[src/rtl/cpu_alu_exec.sv]
// ---------------------------------------------------------------------------
// cpu_alu_exec
//   Execute unit for the CHIP-8 register/ALU/skip opcodes. It takes one 16-bit
//   opcode per op_valid/op_ready handshake. It reads Vx/Vy through x_sel/y_sel
//   and issues the Vx and VF writes. It then pulses pc_inc for the normal
//   advance or the skip advance.
//
//   Optional build macro:
//     CHIP8_SHIFT_VY_EN  defined: 8xy6/8xyE shift Vy (COSMAC semantics)
//                        undefined: shifts operate on Vx, y is ignored
//
//   Parameters:
//     PC_STEP   pc_inc pulses per normal advance (a skip advance is 2*PC_STEP)
//
//   Ports:
//     clk       system clock, rising edge
//     rst       asynchronous active-low reset
//     op_valid  opcode offered
//     opcode    CHIP-8 instruction word
//     op_ready  unit idle, will accept an opcode
//     done      one-cycle pulse when the instruction retires
//     illegal   one-cycle pulse with done for an unsupported opcode
//     x_sel     register file x select (latched opcode[11:8])
//     y_sel     register file y select (latched opcode[7:4])
//     vx_in     Vx read data (combinational from register file)
//     vy_in     Vy read data
//     wx / nx   Vx write enable / data
//     wf / nf   VF write enable / data
//     pc_inc    PC increment pulse, one per asserted cycle
// ---------------------------------------------------------------------------
module cpu_alu_exec #(
    parameter int PC_STEP = 2
) (
    input  logic        clk,
    input  logic        rst,
    input  logic        op_valid,
    input  logic [15:0] opcode,
    output logic        op_ready,
    output logic        done,
    output logic        illegal,
    output logic [3:0]  x_sel,
    output logic [3:0]  y_sel,
    input  logic [7:0]  vx_in,
    input  logic [7:0]  vy_in,
    output logic        wx,
    output logic [7:0]  nx,
    output logic        wf,
    output logic [7:0]  nf,
    output logic        pc_inc
);

    localparam int CNT_W = $clog2(2 * PC_STEP + 1);

    typedef enum logic [1:0] {IDLE, EXEC, STEP, DONE} state_t;

    typedef struct packed {
        logic       wx;
        logic [7:0] nx;
        logic       wf;
        logic [7:0] nf;
        logic       skip;
        logic       illegal;
    } exec_t;

    state_t           state;
    logic [15:0]      op_q;
    logic [CNT_W-1:0] step_cnt;
    logic             ill_q;
    exec_t            res;

    // Decode and evaluate one opcode against the current operands. Every flag
    // result uses the operands as read before any write lands, so x==F works.
    function automatic exec_t exec_op(input logic [15:0] op,
                                      input logic [7:0]  vx,
                                      input logic [7:0]  vy);
        exec_t      r;
        logic [8:0] sum;
        logic [7:0] src;
        r   = '0;
        sum = {1'b0, vx} + {1'b0, vy};
`ifdef CHIP8_SHIFT_VY_EN
        src = vy;
`else
        src = vx;
`endif
        case (op[15:12])
            4'h3: r.skip = (vx == op[7:0]);
            4'h4: r.skip = (vx != op[7:0]);
            4'h5: begin
                if (op[3:0] == 4'h0) r.skip = (vx == vy);
                else                 r.illegal = 1'b1;
            end
            4'h9: begin
                if (op[3:0] == 4'h0) r.skip = (vx != vy);
                else                 r.illegal = 1'b1;
            end
            4'h6: begin
                r.wx = 1'b1;
                r.nx = op[7:0];
            end
            4'h7: begin
                r.wx = 1'b1;
                r.nx = vx + op[7:0];
            end
            4'h8: begin
                r.wx = 1'b1;
                case (op[3:0])
                    4'h0: r.nx = vy;
                    4'h1: r.nx = vx | vy;
                    4'h2: r.nx = vx & vy;
                    4'h3: r.nx = vx ^ vy;
                    4'h4: begin
                        r.nx = sum[7:0];
                        r.wf = 1'b1;
                        r.nf = {7'd0, sum[8]};
                    end
                    4'h5: begin
                        r.nx = vx - vy;
                        r.wf = 1'b1;
                        r.nf = {7'd0, (vx >= vy)};
                    end
                    4'h7: begin
                        r.nx = vy - vx;
                        r.wf = 1'b1;
                        r.nf = {7'd0, (vy >= vx)};
                    end
                    4'h6: begin
                        r.nx = {1'b0, src[7:1]};
                        r.wf = 1'b1;
                        r.nf = {7'd0, src[0]};
                    end
                    4'hE: begin
                        r.nx = {src[6:0], 1'b0};
                        r.wf = 1'b1;
                        r.nf = {7'd0, src[7]};
                    end
                    default: begin
                        r.wx      = 1'b0;
                        r.illegal = 1'b1;
                    end
                endcase
            end
            default: r.illegal = 1'b1;
        endcase
        return r;
    endfunction

    assign x_sel = op_q[11:8];
    assign y_sel = op_q[7:4];
    assign res   = exec_op(op_q, vx_in, vy_in);

    // Writes exist only in EXEC; the data buses are held at zero otherwise.
    assign wx       = (state == EXEC) && res.wx;
    assign wf       = (state == EXEC) && res.wf;
    assign nx       = wx ? res.nx : 8'h00;
    assign nf       = wf ? res.nf : 8'h00;
    assign pc_inc   = (state == STEP);
    assign done     = (state == DONE);
    assign illegal  = (state == DONE) && ill_q;
    assign op_ready = (state == IDLE);

    always_ff @(posedge clk or negedge rst) begin
        if (!rst) begin
            state    <= IDLE;
            op_q     <= 16'h0000;
            step_cnt <= '0;
            ill_q    <= 1'b0;
        end else begin
            case (state)
                IDLE: begin
                    if (op_valid) begin
                        op_q  <= opcode;
                        ill_q <= 1'b0;
                        state <= EXEC;
                    end
                end
                EXEC: begin
                    if (res.illegal) begin
                        ill_q <= 1'b1;
                        state <= DONE;
                    end else begin
                        // Counter holds remaining pc_inc cycles minus one.
                        step_cnt <= res.skip ? CNT_W'(2 * PC_STEP - 1)
                                             : CNT_W'(PC_STEP - 1);
                        state    <= STEP;
                    end
                end
                STEP: begin
                    if (step_cnt == '0) state <= DONE;
                    else                step_cnt <= step_cnt - 1'b1;
                end
                DONE:    state <= IDLE;
                default: state <= IDLE;
            endcase
        end
    end

endmodule

[config.mk]
export PLATFORM = sky130hd
export DESIGN_NAME = cpu_alu_exec
export DESIGN_NICKNAME = d
export VERILOG_FILES = /design/src/rtl/cpu_alu_exec.sv
export SDC_FILE = /design/constraint.sdc
export NUM_CORES = 1
export LEC_CHECK = 0
export CAP_MARGIN = 15
export CORE_ASPECT_RATIO = 1.75
export CORE_MARGIN = 3
export CORE_UTILIZATION = 39
export DETAILED_ROUTE_END_ITERATION = 10
export HOLD_SLACK_MARGIN = 0.1
export MAX_ROUTING_LAYER = met4
export PLACE_DENSITY = 0.66
export SYNTH_ARGS = -nofsm -noshare
export SYNTH_HDL_FRONTEND = slang
export SYNTH_SLANG_ARGS = --single-unit
[constraint.sdc]
create_clock -name clk -period 2.5 [get_ports clk]
set_input_delay 0.5 -clock clk [delete_from_list [all_inputs] [get_ports clk]]
set_output_delay 0.5 -clock clk [all_outputs]
set_load 0.02 [all_outputs]
* After elaboration in Yosys (flattened, before gate mapping)
Index checks and enable logic that the tools add are counted.
** Operators by class
- $add $sub $neg :: 5
- Order comparisons :: 2
- Eq/ne operators :: 27
- Multiplexer cells :: 24
- Bitwise logic cells :: 3
- Reductions and logical operators :: 15
** Operators by type and width (count)
- $pmux 8 s9 :: 1
- $pmux 9 s5 :: 1
- $eq 4x3->1 const B :: 8
- $pmux 9 s3 :: 1
- $eq 8x8->1 :: 2
- $ge 8x8->1 :: 2
- $mux 8 :: 2
- $ne 8x8->1 :: 2
- $sub 8x8->8 :: 2
- $eq 4x2->1 const B :: 3
- $eq 4x4->1 const B :: 3
- $add 8x8->9 :: 1
- $mux 9 :: 1
- $reduce_or 9->1 :: 1
- $add 8x8->8 :: 1
- $and 8x8->8 :: 1
- $mux 1 :: 8
- $ne 2x2->1 const B :: 4
- $or 8x8->8 :: 1
- $pmux 2 s4 :: 1
- $xor 8x8->8 :: 1
- $mux 2 :: 3
- $mux 3 :: 2
- $pmux 3 s2 :: 1
- other kinds (17) :: 23
** Storage, ports and cells
- Register bits after elaboration :: 22
- Bits of input ports :: 35
- Output and inout port bits :: 30
- Word-level logic and storage cells :: 80

* Longest topological paths before layout
Gate-level depths: netlist of run 1.
- Depth after elaboration :: 6
- Mapped depth :: 10
- Gate-level depth less buffers :: 9

* Least setup slack after synthesis of run 1
No wires, ideal clock.
- Path kind :: input to output
- From :: input port vx_in[0]
- To :: output port nx[4]
- Data arrival time :: 2.360 ns
- Required time :: 2.000 ns
- Setup slack :: -0.360 ns
- Cell stages on the path :: 8
- Buffers on the path :: 0
- Cells stage by stage :: ha_1 fa_1 a211oi_1 nor2_1 nor3_1 a21o_1 a221oi_1 nor3b_1
** Between the ends
- Longest elaborated chain between the ends :: 4
- Elaborated cells between the ends (all ways) :: 7
- Classes of those cells :: add/sub (4); mux (3)
** Ends and longest elaborated chain
- start: declaration :: line 43 : input logic [7:0] vx_in,
- $sub 8x8->8, or another cell as far along :: line 123 : r.nx = vy - vx;
- $pmux 8 s9 :: line 107 : case (op[3:0])
- $pmux 9 s3 (*) :: line 86 : case (op[15:12])
- $mux 8 (*) :: line 155 : assign nx = wx ? res.nx : 8'h00;
- end: declaration :: line 46 : output logic [7:0] nx,
Mark *: on every way between the ends. The rest lies on a longest branch, timed or not.

* Worst setup path in the final report of run 1
- From :: input port vx_in[0]
- To :: output port nx[6]
Same word-level chain as after synthesis.

==> results of run 1 <==
## state kept, by name, summed over array words and instances, names as in the netlist
| signal | count |
|---|---|
| op_q | 16 |
| state | 2 |
| step_cnt | 3 |
| ill_q | 1 |
## cell usage in the layout (no fill, tap or decap), types with 7 or more instances in the layout
cell type,netlist,layout
buf_4,15,163
clkdlybuf4s50_1,0,32
buf_6,2,27
ha_1,45,23
nand2_1,25,22
mux2_2,21,21
inv_1,34,20
dfrtp_1,22,20
nor2_1,23,19
a21oi_1,30,18
ha_4,0,17
mux2i_1,13,12
a21oi_2,0,11
nor3_1,11,9
a211oi_2,0,9
inv_2,1,8
nand3_1,9,8
o21ai_0,12,7
o22ai_1,9,7
conb_1,1,7
## synth_stat cells, types with 6 or more instances
| cell type | number | area share |
|---|---|---|
| buf_2 | 9 | 0.012 |
| mux2i_1 | 13 | 0.036 |
| o21ai_0 | 12 | 0.016 |
| nand2_1 | 25 | 0.026 |
| inv_1 | 34 | 0.035 |
| dfrtp_1 | 22 | 0.15 |
| buf_4 | 15 | 0.031 |
| xnor2_1 | 9 | 0.022 |
| a21o_1 | 7 | 0.014 |
| o21bai_1 | 6 | 0.012 |
| a221oi_1 | 6 | 0.014 |
| nor2b_1 | 6 | 0.010 |
| mux2_2 | 21 | 0.065 |
| clkbuf_1 | 8 | 0.0082 |
| nor2_1 | 23 | 0.024 |
| a211oi_1 | 15 | 0.031 |
| nand2b_1 | 7 | 0.012 |
| nor3_1 | 11 | 0.015 |
| a21oi_1 | 30 | 0.041 |
| nand3_1 | 9 | 0.012 |
| ha_1 | 45 | 0.15 |
| o22ai_1 | 9 | 0.015 |
## cell type report
cell class,count,area [um^2],share of cell area
Clock buffer,3,75.07,0.01149
Tap cell,120,150.1,0.02297
Multi-Input combinational cell,356,3551,0.5433
Inverter,35,163.9,0.02508
Timing Repair Buffer,239,2043,0.3126
Sequential cell,22,553.0,0.08461
## worst paths after layout
| path | start | endpoint | slack [ps] | cells past startpoint |
|---|---|---|---|---|
| max | vx_in[0] | nx[6] | -560 | 11 |
| min in group asynchronous | rst | op_q[15]$_DFFE_PN0P_ | 600 | 2 |
| min reg2reg | op_q[8]$_DFFE_PN0P_ | op_q[8]$_DFFE_PN0P_ | 500 | 1 |
| min | op_q[8]$_DFFE_PN0P_ | op_q[8]$_DFFE_PN0P_ | 500 | 1 |
| max in group asynchronous | rst | op_q[2]$_DFFE_PN0P_ | 1650 | 2 |
| max reg2reg | op_q[3]$_DFFE_PN0P_ | step_cnt[1]$_DFFE_PN0P_ | 170 | 9 |
## logic make-up (layout without fill, tap and decap cells)
| group | count (synthesis) | in the layout | synth area share |
|---|---|---|---|
| simple gates | 122 | 122 | 0.1849 |
| other cells | 1 | 7 | 0.001026 |
| buf+inv | 70 | 277 | 0.09449 |
| flops | 22 | 22 | 0.1506 |
| mux | 37 | 37 | 0.1157 |
| fa+ha+maj | 49 | 49 | 0.1760 |
| compound gates | 132 | 132 | 0.2557 |
| xor+xnor | 9 | 9 | 0.02157 |
## power by group through the flow
| stage | clock network, W | registers (W) | logic (W) |
|---|---|---|---|
| finish | 0.000334 | 0.000722 | 0.00500 |
| CTS | 0.000350 | 0.000710 | 0.00456 |
| floorplan | 0 | 0.000690 | 0.00248 |
| global placement | 0 | 0.000694 | 0.00414 |
| global route | 0.000355 | 0.000740 | 0.00533 |
| detailed placement | 0 | 0.000700 | 0.00422 |
## what timing repair did
item / in CTS / in global routing
endpoints found under the setup margin: 12 / 11
pin swaps: 46 / 44
endpoints found under the hold margin: 0 / 0
buffers inserted: 17 / 15
gates resized for setup: 209 / 71
## routing by layer
layer | share of wire | track usage
met5 | 0 | -
met2 | 0.57 | 0.5568
met3 | 0.038 | 0.008065
met1 | 0.34 | 0.2784
met4 | 0.057 | 0.1243
## worst max-delay path, cell delays in order
cell,delay [ps]
buf_8,110
buf_6,130
ha_4,170
fa_2,340
o21bai_1,230
a21oi_2,150
o21ba_4,240
a21oi_2,120
o2111ai_2,100
a211o_1,320
buf_6,140
## metrics by stage
step | setup WS, ps | power [W] | utilization
final | -556.4 | 0.006060 | 0.7188
after global routing | -642.1 | 0.006425 | 0.7188
after CTS | -510.6 | 0.005620 | 0.6709
after detailed placement | -1410 | 0.004918 | 0.6065
after global placement | -1382 | 0.004838 | 0.6065
after floorplan | -74.88 | 0.003170 | -
==> flow_summary.json, run 1 <==
{
  "syn_to_final_growth_pct": 78.84,
  "power_frac_seq": 0.119,
  "clkTransAtPathRegs_ps": 60,
  "cts.htree.levels": 1,
  "p_per_area_nw_per_um2": 927.1,
  "p_sw_frac": 0.4500,
  "peakVddDrop_v": 0.0009696,
  "synth_cell_type_count": 76,
  "postPlaceCellArea_um2": 5515,
  "io_pins": 65,
  "track_usage": 0.2826,
  "viasPerCell": 5.675,
  "clkSinkCount": 22,
  "place_hpwl_mm": 11.71,
  "skew_ps": 3.222,
  "fill_cells": 728,
  "rsz0062_at_grt": "true",
  "grt_max_degree": 23,
  "wire_per_inst_um": 19.73,
  "cts_root_buf": "clkbuf_16",
  "wirelength_mm": 15.29,
  "synth_ff_type": "dfrtp_1",
  "cp-start-kind": "input pin",
  "dieArea_um2": 10610,
  "core_area_um2": 9094,
  "p_leak_nw": 2.857,
  "hold_buffers": 0,
  "antenna_found_initial": 0,
  "path_max_fanout": 3,
  "stdcell_area_um2": 6536,
  "path_class": "in2out",
  "drv_cap": 0,
  "async_reset_ff_frac": 1.000,
  "ys_ff_latch": 22,
  "cts_tree": "yes",
  "cp.required_ps": 2000,
  "setup_ws_ps": -556.4,
  "final_max_slew_viol_count": 0,
  "violations": "setup timing",
  "netlist_instances": 442,
  "finalCriticalPeriod_ps": 3056,
  "ys_seq_area_frac": 0.1506,
  "fin_cells": 775,
  "setup_tns_ps": -2692,
  "hold_violations": 0,
  "antenna_cells": 0,
  "min_period_over_period": 1.223,
  "worstHoldPathType": "reg2reg",
  "yosys_warnings": 0,
  "drc": 0,
  "p_sw_w": 0.002727,
  "io_buffers": 57,
  "combPwrFrac": 0.826,
  "clk_path_buf_depth": 2,
  "finalSetupViolCount": 8,
  "via_count": 4398,
  "drive_above_1_share": 0.5618,
  "clockPowerShare": 0.055,
  "p_int_w": 0.003333,
  "start_util": 0.4019,
  "worst_hold_slack_ps": 500.1,
  "postSynthAreaPerCell_um2": 8.269,
  "place.gp.congestion": 1.014,
  "dpl.cell_count": 742,
  "cts_buffers": 3,
  "drt-initial-drc-count": 226,
  "row_count": 46,
  "synth_area_um2": 3655,
  "final_nets": 741,
  "grt-ovfl-total": 0,
  "worstSetupEndpointType": "output pin",
  "grt_pass1_vias": 4563,
  "grt_pass1_wl_mm": 22.86,
  "insertion_delay_ps": 260,
  "max_freq_mhz": 327.2,
  "first_pass_iters": 4,
  "synth_edf_count": 0,
  "status": "complete, but fails checks",
  "die_width_um": 79.18,
  "critPathArrivalTime_ps": 2560,
  "postRouteAntennaNets": 0,
  "die_h_um": 134.1
}
(Power assumes the default switching activity.)
==> inputs of run 2 (changes only) <==
--- a/config.mk
+++ b/config.mk
@@ -7,7 +7,6 @@
 export LEC_CHECK = 0
 export CAP_MARGIN = 15
 export CORE_ASPECT_RATIO = 1.75
-export CORE_MARGIN = 3
 export CORE_UTILIZATION = 39
 export DETAILED_ROUTE_END_ITERATION = 10
 export HOLD_SLACK_MARGIN = 0.1
==> run 2 against run 1 <==
The flow still finishes with violations (setup timing). Combinational power is 2% lower. Flip-flop and latch count stayed put. Clock skew is 2.1 ps lower. Non-clock buffer count is 2 higher. Largest cell class unchanged.
==> flow_summary.json, run 2 (synthesized netlist as in run 1, its figures left out) <==
{
  "status": "complete, but fails checks",
  "violations": "setup timing",
  "viasPerCell": 5.754,
  "worstHoldStart": "op_q[11]$_DFFE_PN0P_",
  "r2r-start": "op_q[0]$_DFFE_PN0P_",
  "layout_commonest_cell": "buf_4",
  "skew_ps": 1.152,
  "core_area_um2": 9094,
  "insertion_delay_ps": 270,
  "total_power_w": 0.006037,
  "wire_per_inst_um": 19.21,
  "clkSinkCount": 22,
  "finalSetupViolCount": 10,
  "fill_cells": 722,
  "clk_path_buf_depth": 2,
  "worstHoldPathType": "reg2reg",
  "cts_root_buf": "clkbuf_16",
  "grt_pass1_vias": 4741,
  "track_usage": 0.3216,
  "first_pass_iters": 7,
  "syn_to_final_growth_pct": 74.39,
  "top_register": "op_q",
  "power_frac_seq": 0.121,
  "drv_cap": 0,
  "start_util": 0.4019,
  "io_pins": 65,
  "row_count": 46,
  "postPlaceCellArea_um2": 5445,
  "path_max_fanout": 3,
  "combPwrFrac": 0.815,
  "path_cells": "buf_8 -> ha_1 -> fa_2 -> a21oi_4 -> o211ai_1 -> nand2_1 -> o22ai_1 -> and3_1 -> a211o_1 -> buf_6",
  "register_area_um2": 553.0,
  "startpoint": "vx_in[0]",
  "p_int_w": 0.003314,
  "min_period_over_period": 1.219,
  "place.gp.congestion": 0.9751,
  "grt_max_degree": 23,
  "drt-initial-drc-count": 260,
  "crit_slowest_cell": "fa_2",
  "grt-ovfl-total": 0,
  "stdcell_area_um2": 6374,
  "cp-start-kind": "input pin",
  "final_max_slew_viol_count": 0,
  "p_sw_frac": 0.4510,
  "multiInputGateArea_um2": 3390,
  "critPathBufInv": 2,
  "cts.htree.levels": 1,
  "largest_register_ffs": 16,
  "rsz0062_at_grt": "true",
  "p_leak_nw": 2.844,
  "antenna_found_initial": 0,
  "wirelength_mm": 14.95,
  "via_count": 4477,
  "p_sw_w": 0.002723,
  "finalCriticalPeriod_ps": 3047,
  "max_freq_mhz": 328.2,
  "antenna_cells": 0,
  "cts_tree": "yes",
  "crit_path_max_incr_delay_ps": 410,
  "setup_ws_ps": -546.6,
  "final_nets": 743,
  "io_buffers": 57,
  "die_h_um": 130.1,
  "place_hpwl_mm": 11.32,
  "grt_pass1_wl_mm": 22.94,
  "worstSetupEndpointType": "output pin",
  "top_regs": "op_q (16), step_cnt (3), state (2)",
  "drive_above_1_share": 0.5213,
  "peakVddDrop_v": 0.001112,
  "die_width_um": 75.18,
  "hold_violations": 0,
  "p_per_area_nw_per_um2": 947.2,
  "path_class": "in2out",
  "cp.required_ps": 2000,
  "critPathArrivalTime_ps": 2550,
  "clkTransAtPathRegs_ps": 60,
  "cts_buffers": 3,
  "clockPowerShare": 0.065,
  "path_delay_family": "compound AO/OA/AOI/OAI gates",
  "postRouteAntennaNets": 0,
  "drc": 0,
  "final_cell_mix": "buf_4 (163), buf_6 (34), clkdlybuf4s50_1 (32)",
  "dieArea_um2": 9777
}
==> run 2: path summary, 6_finish.rpt <==
path | endpoint | slack, ps | cells past startpoint
worst max-delay path | nx[6] | -550 | 10
worst min-delay path | op_q[11]$_DFFE_PN0P_ | 510 | 1
worst max register to register | step_cnt[1]$_DFFE_PN0P_ | 90 | 10
worst min register to register | op_q[11]$_DFFE_PN0P_ | 510 | 1
max in group asynchronous | op_q[3]$_DFFE_PN0P_ | 1660 | 2
min in group asynchronous | step_cnt[2]$_DFFE_PN0P_ | 590 | 2
==> run 2: per-stage QoR <==
stage,hold WS (ps),instances,setup TNS (ps),util,setup WS [ps]
finish,505.8,778,-3365,0.7009,-546.6
floorplan,204.4,448,-158.1,-,-74.88
detailed placement,492.0,736,-11230,0.5988,-1362
CTS,505.8,766,-2551,0.6782,-506.3
global route,512.4,778,-4028,0.7009,-581.3
global placement,489.1,736,-11070,0.5988,-1356
==> run 2: what timing repair did <==
action                                  4_1_cts  5_1_grt
hold buffers                                  0        0
endpoints found under the setup margin       12       11
setup buffers                                26       13
resized for setup                           217       29
pin swaps                                    56       25
==> run 2: layout make-up <==
class | instances | share of cell area
Inverter | 35 | 0.02454
Clock buffer | 4 | 0.01394
Multi-Input combinational cell | 356 | 0.5318
Timing Repair Buffer | 241 | 0.3194
Tap cell | 120 | 0.02356
Sequential cell | 22 | 0.08677
==> run 2: power by group through the flow <==
stage | clock network, W | registers (W) | logic (W)
after floorplan | 0 | 0.000690 | 0.00248
after global placement | 0 | 0.000706 | 0.00403
final | 0.000390 | 0.000730 | 0.00492
after global routing | 0.000401 | 0.000751 | 0.00524
after detailed placement | 0 | 0.000714 | 0.00411
after CTS | 0.000393 | 0.000734 | 0.00461
==> run 2: metal layers <==
metal | global-route usage | part of all wire | vias to the layer above | wire length (um)
met5 | - | 0 | - | 0
met4 | 0.2146 | 0.070 | 0 | 1047
met3 | 0.03398 | 0.033 | 74 | 494
met2 | 0.5935 | 0.55 | 172 | 8182
met1 | 0.3014 | 0.35 | 2183 | 5225
li1 | - | - | 2048 | -
==> run 2: worst register-to-register path: cells and delay by family, from the launching register on <==
kind | cells | cell delay [ps]
flip-flops | 1 | 410
buffers and inverters | 4 | 570
multiplexers | 1 | 130
AO/OA/AOI/OAI | 4 | 820
AND/OR/NAND/NOR | 1 | 390
==> inputs of run 3 (changes only) <==
--- a/config.mk
+++ b/config.mk
@@ -10,7 +10,6 @@
 export CORE_UTILIZATION = 39
 export DETAILED_ROUTE_END_ITERATION = 10
 export HOLD_SLACK_MARGIN = 0.1
-export MAX_ROUTING_LAYER = met4
 export PLACE_DENSITY = 0.66
 export SYNTH_ARGS = -nofsm -noshare
 export SYNTH_HDL_FRONTEND = slang
==> run 3 against run 2 <==
The flow still finishes with violations (setup timing). Wire length is 1.0% higher. Flip-flop and latch count stayed put. Clock skew is 0.57 ps higher. Via count is 1.5% lower. Critical path type unchanged. Critical endpoint unchanged. Largest power group unchanged.
==> flow_summary.json, run 3 (synthesized netlist as in run 1, its figures left out) <==
{
  "place_hpwl_mm": 11.20,
  "largest_register_ffs": 16,
  "start_util": 0.4019,
  "p_per_area_nw_per_um2": 943.1,
  "finalCriticalPeriod_ps": 2984,
  "drive_above_1_share": 0.5486,
  "violations": "setup timing",
  "core_area_um2": 9094,
  "finalSetupViolCount": 9,
  "min_to": "op_q[10]$_DFFE_PN0P_",
  "rr_endpoint": "step_cnt[0]$_DFFE_PN0P_",
  "dp_slack_ps": -1353,
  "syn_to_final_growth_pct": 77.75,
  "cp_common_cell": "buf_6",
  "p_sw_frac": 0.4502,
  "clk_path_buf_depth": 2,
  "crit_slowest_cell": "fa_2",
  "layout_commonest_cell": "buf_4",
  "critPathBufInv": 3,
  "worstSetupEndpointType": "output pin",
  "stdcell_area_um2": 6496,
  "combPwrFrac": 0.819,
  "io_buffers": 57,
  "row_count": 46,
  "cp.required_ps": 2000,
  "rrSetupSlack_ps": 280,
  "via_count": 4411,
  "grt_pass1_vias": 4633,
  "use_met3": 0.02239,
  "cts_buffers": 3,
  "drv_cap": 0,
  "postRouteAntennaNets": 0,
  "cts_root_buf": "clkbuf_16",
  "wire_per_inst_um": 19.41,
  "dieArea_um2": 9777,
  "r2r-start": "op_q[0]$_DFFE_PN0P_",
  "clkSinkCount": 22,
  "final_max_slew_viol_count": 0,
  "cp-start-kind": "input pin",
  "worstHoldPathType": "reg2reg",
  "critPathArrivalTime_ps": 2480,
  "path_class": "in2out",
  "antenna_cells": 0,
  "grt.met1_usage": 0.3099,
  "drt-initial-drc-count": 284,
  "p_leak_nw": 2.847,
  "hold_path_depth": 1,
  "viasPerCell": 5.670,
  "die_width_um": 75.18,
  "die_h_um": 130.1,
  "cts_tree": "yes",
  "grt_pass1_wl_mm": 22.96,
  "setup_ws_ps": -484.4,
  "crit_path_max_incr_delay_ps": 420,
  "worstHoldStart": "op_q[10]$_DFFE_PN0P_",
  "final_cell_mix": "buf_4 (162), clkdlybuf4s50_1 (32), buf_6 (32)",
  "r2r_cells": 9,
  "antenna_found_initial": 0,
  "postPlaceCellArea_um2": 5445,
  "status": "complete, but fails checks",
  "grt-ovfl-total": 0,
  "final_nets": 743,
  "rsz0062_at_grt": "true",
  "place.gp.congestion": 0.9743,
  "hold_violations": 0,
  "power_frac_seq": 0.120,
  "cts.htree.levels": 1,
  "top_usage_layer": "met2",
  "io_pins": 65,
  "peakVddDrop_v": 0.0008743,
  "wirelength_mm": 15.10,
  "top_register": "op_q",
  "grt_max_degree": 23,
  "top_regs": "op_q (16), step_cnt (3), state (2)",
  "p_int_w": 0.003368,
  "first_pass_iters": 5,
  "track_usage": 0.3139,
  "drc": 0,
  "path_cells": "buf_8 -> buf_6 -> ha_4 -> fa_2 -> a211oi_2 -> nor2_2 -> o2111ai_1 -> o31a_1 -> a31oi_1 -> a211o_1 -> buf_6",
  "met2_usage": 0.6004,
  "clockPowerShare": 0.061,
  "min_period_over_period": 1.194,
  "p_sw_w": 0.002758,
  "skew_ps": 1.721,
  "path_delay_family": "compound AO/OA/AOI/OAI gates",
  "insertion_delay_ps": 260,
  "clkTransAtPathRegs_ps": 60,
  "path_max_fanout": 3,
  "max_freq_mhz": 335.1
}
## run 3: changes by cell type in the layout (fill, tap and decap cells not counted), moves of 3 or more
cell	delta
ha_4	+6
o221ai_2	+3
ha_1	-6
a21oi_2	+3
a21oi_1	-3
clkbuf_2	+3
## run 3: metal layers
metal / up-vias / share of wire
met4: 0 / 0.066
met2: 171 / 0.55
met5: - / 0
met1: 2116 / 0.35
met3: 75 / 0.028
li1: 2049 / -
## run 3: area by class of cell
| class | count | area (um^2) |
|---|---|---|
| multi-input combinational | 356 | 3508 |
| inverter | 35 | 153.9 |
| clock buffer | 4 | 88.84 |
| fill | 693 | 2597 |
| tap | 120 | 150.1 |
| timing repair buffer | 241 | 2041 |
| sequential | 22 | 554.3 |
## run 3: worst max path at each step
stage	end	slack (ps)	depth (start not counted)	start
floorplan	nx[4]	-70	9	vx_in[0]
global placement	nf[0]	-1340	12	vx_in[0]
detailed placement	nf[0]	-1350	12	vx_in[0]
CTS	nx[6]	-490	11	vx_in[0]
global route	nx[4]	-550	11	vx_in[0]
finish	nx[6]	-480	11	vx_in[0]
## run 3: what timing repair did
item | CTS | global route
gates resized for setup | 220 | 41
endpoints found under the setup margin | 12 | 11
hold buffers | 0 | 0
pin swaps | 58 | 37
setup buffers | 30 | 10
gates cloned | 0 | 0
## run 3: through the flow
stage	TNS [ps]	utilization	instances	hold slack [ps]	power, W
final	-2697	0.7144	778	502.9	0.006127
after global placement	-10950	0.5988	736	489.6	0.004748
after CTS	-2628	0.6852	768	505.9	0.005838
after floorplan	-158.1	-	448	204.4	0.003170
after global routing	-3379	0.7144	778	522.6	0.006481
after detailed placement	-11150	0.5988	736	491.9	0.004832
## run 3: power by group through the flow
stage / combinational (W) / sequential, W / clock (W)
after floorplan: 0.00248 / 0.000690 / 0
after global placement: 0.00405 / 0.000699 / 0
after detailed placement: 0.00413 / 0.000706 / 0
after CTS: 0.00472 / 0.000726 / 0.000391
after global routing: 0.00534 / 0.000753 / 0.000392
final: 0.00502 / 0.000733 / 0.000376
## run 3: worst reg2reg max path, cell delays in order (launching register included)
cell	delay (ps)
dfrtp_1	420
buf_6	150
buf_8	130
or3_4	410
buf_4	150
o221ai_2	130
o31ai_2	130
a21bo_4	260
a311o_1	310
nand2_1	60
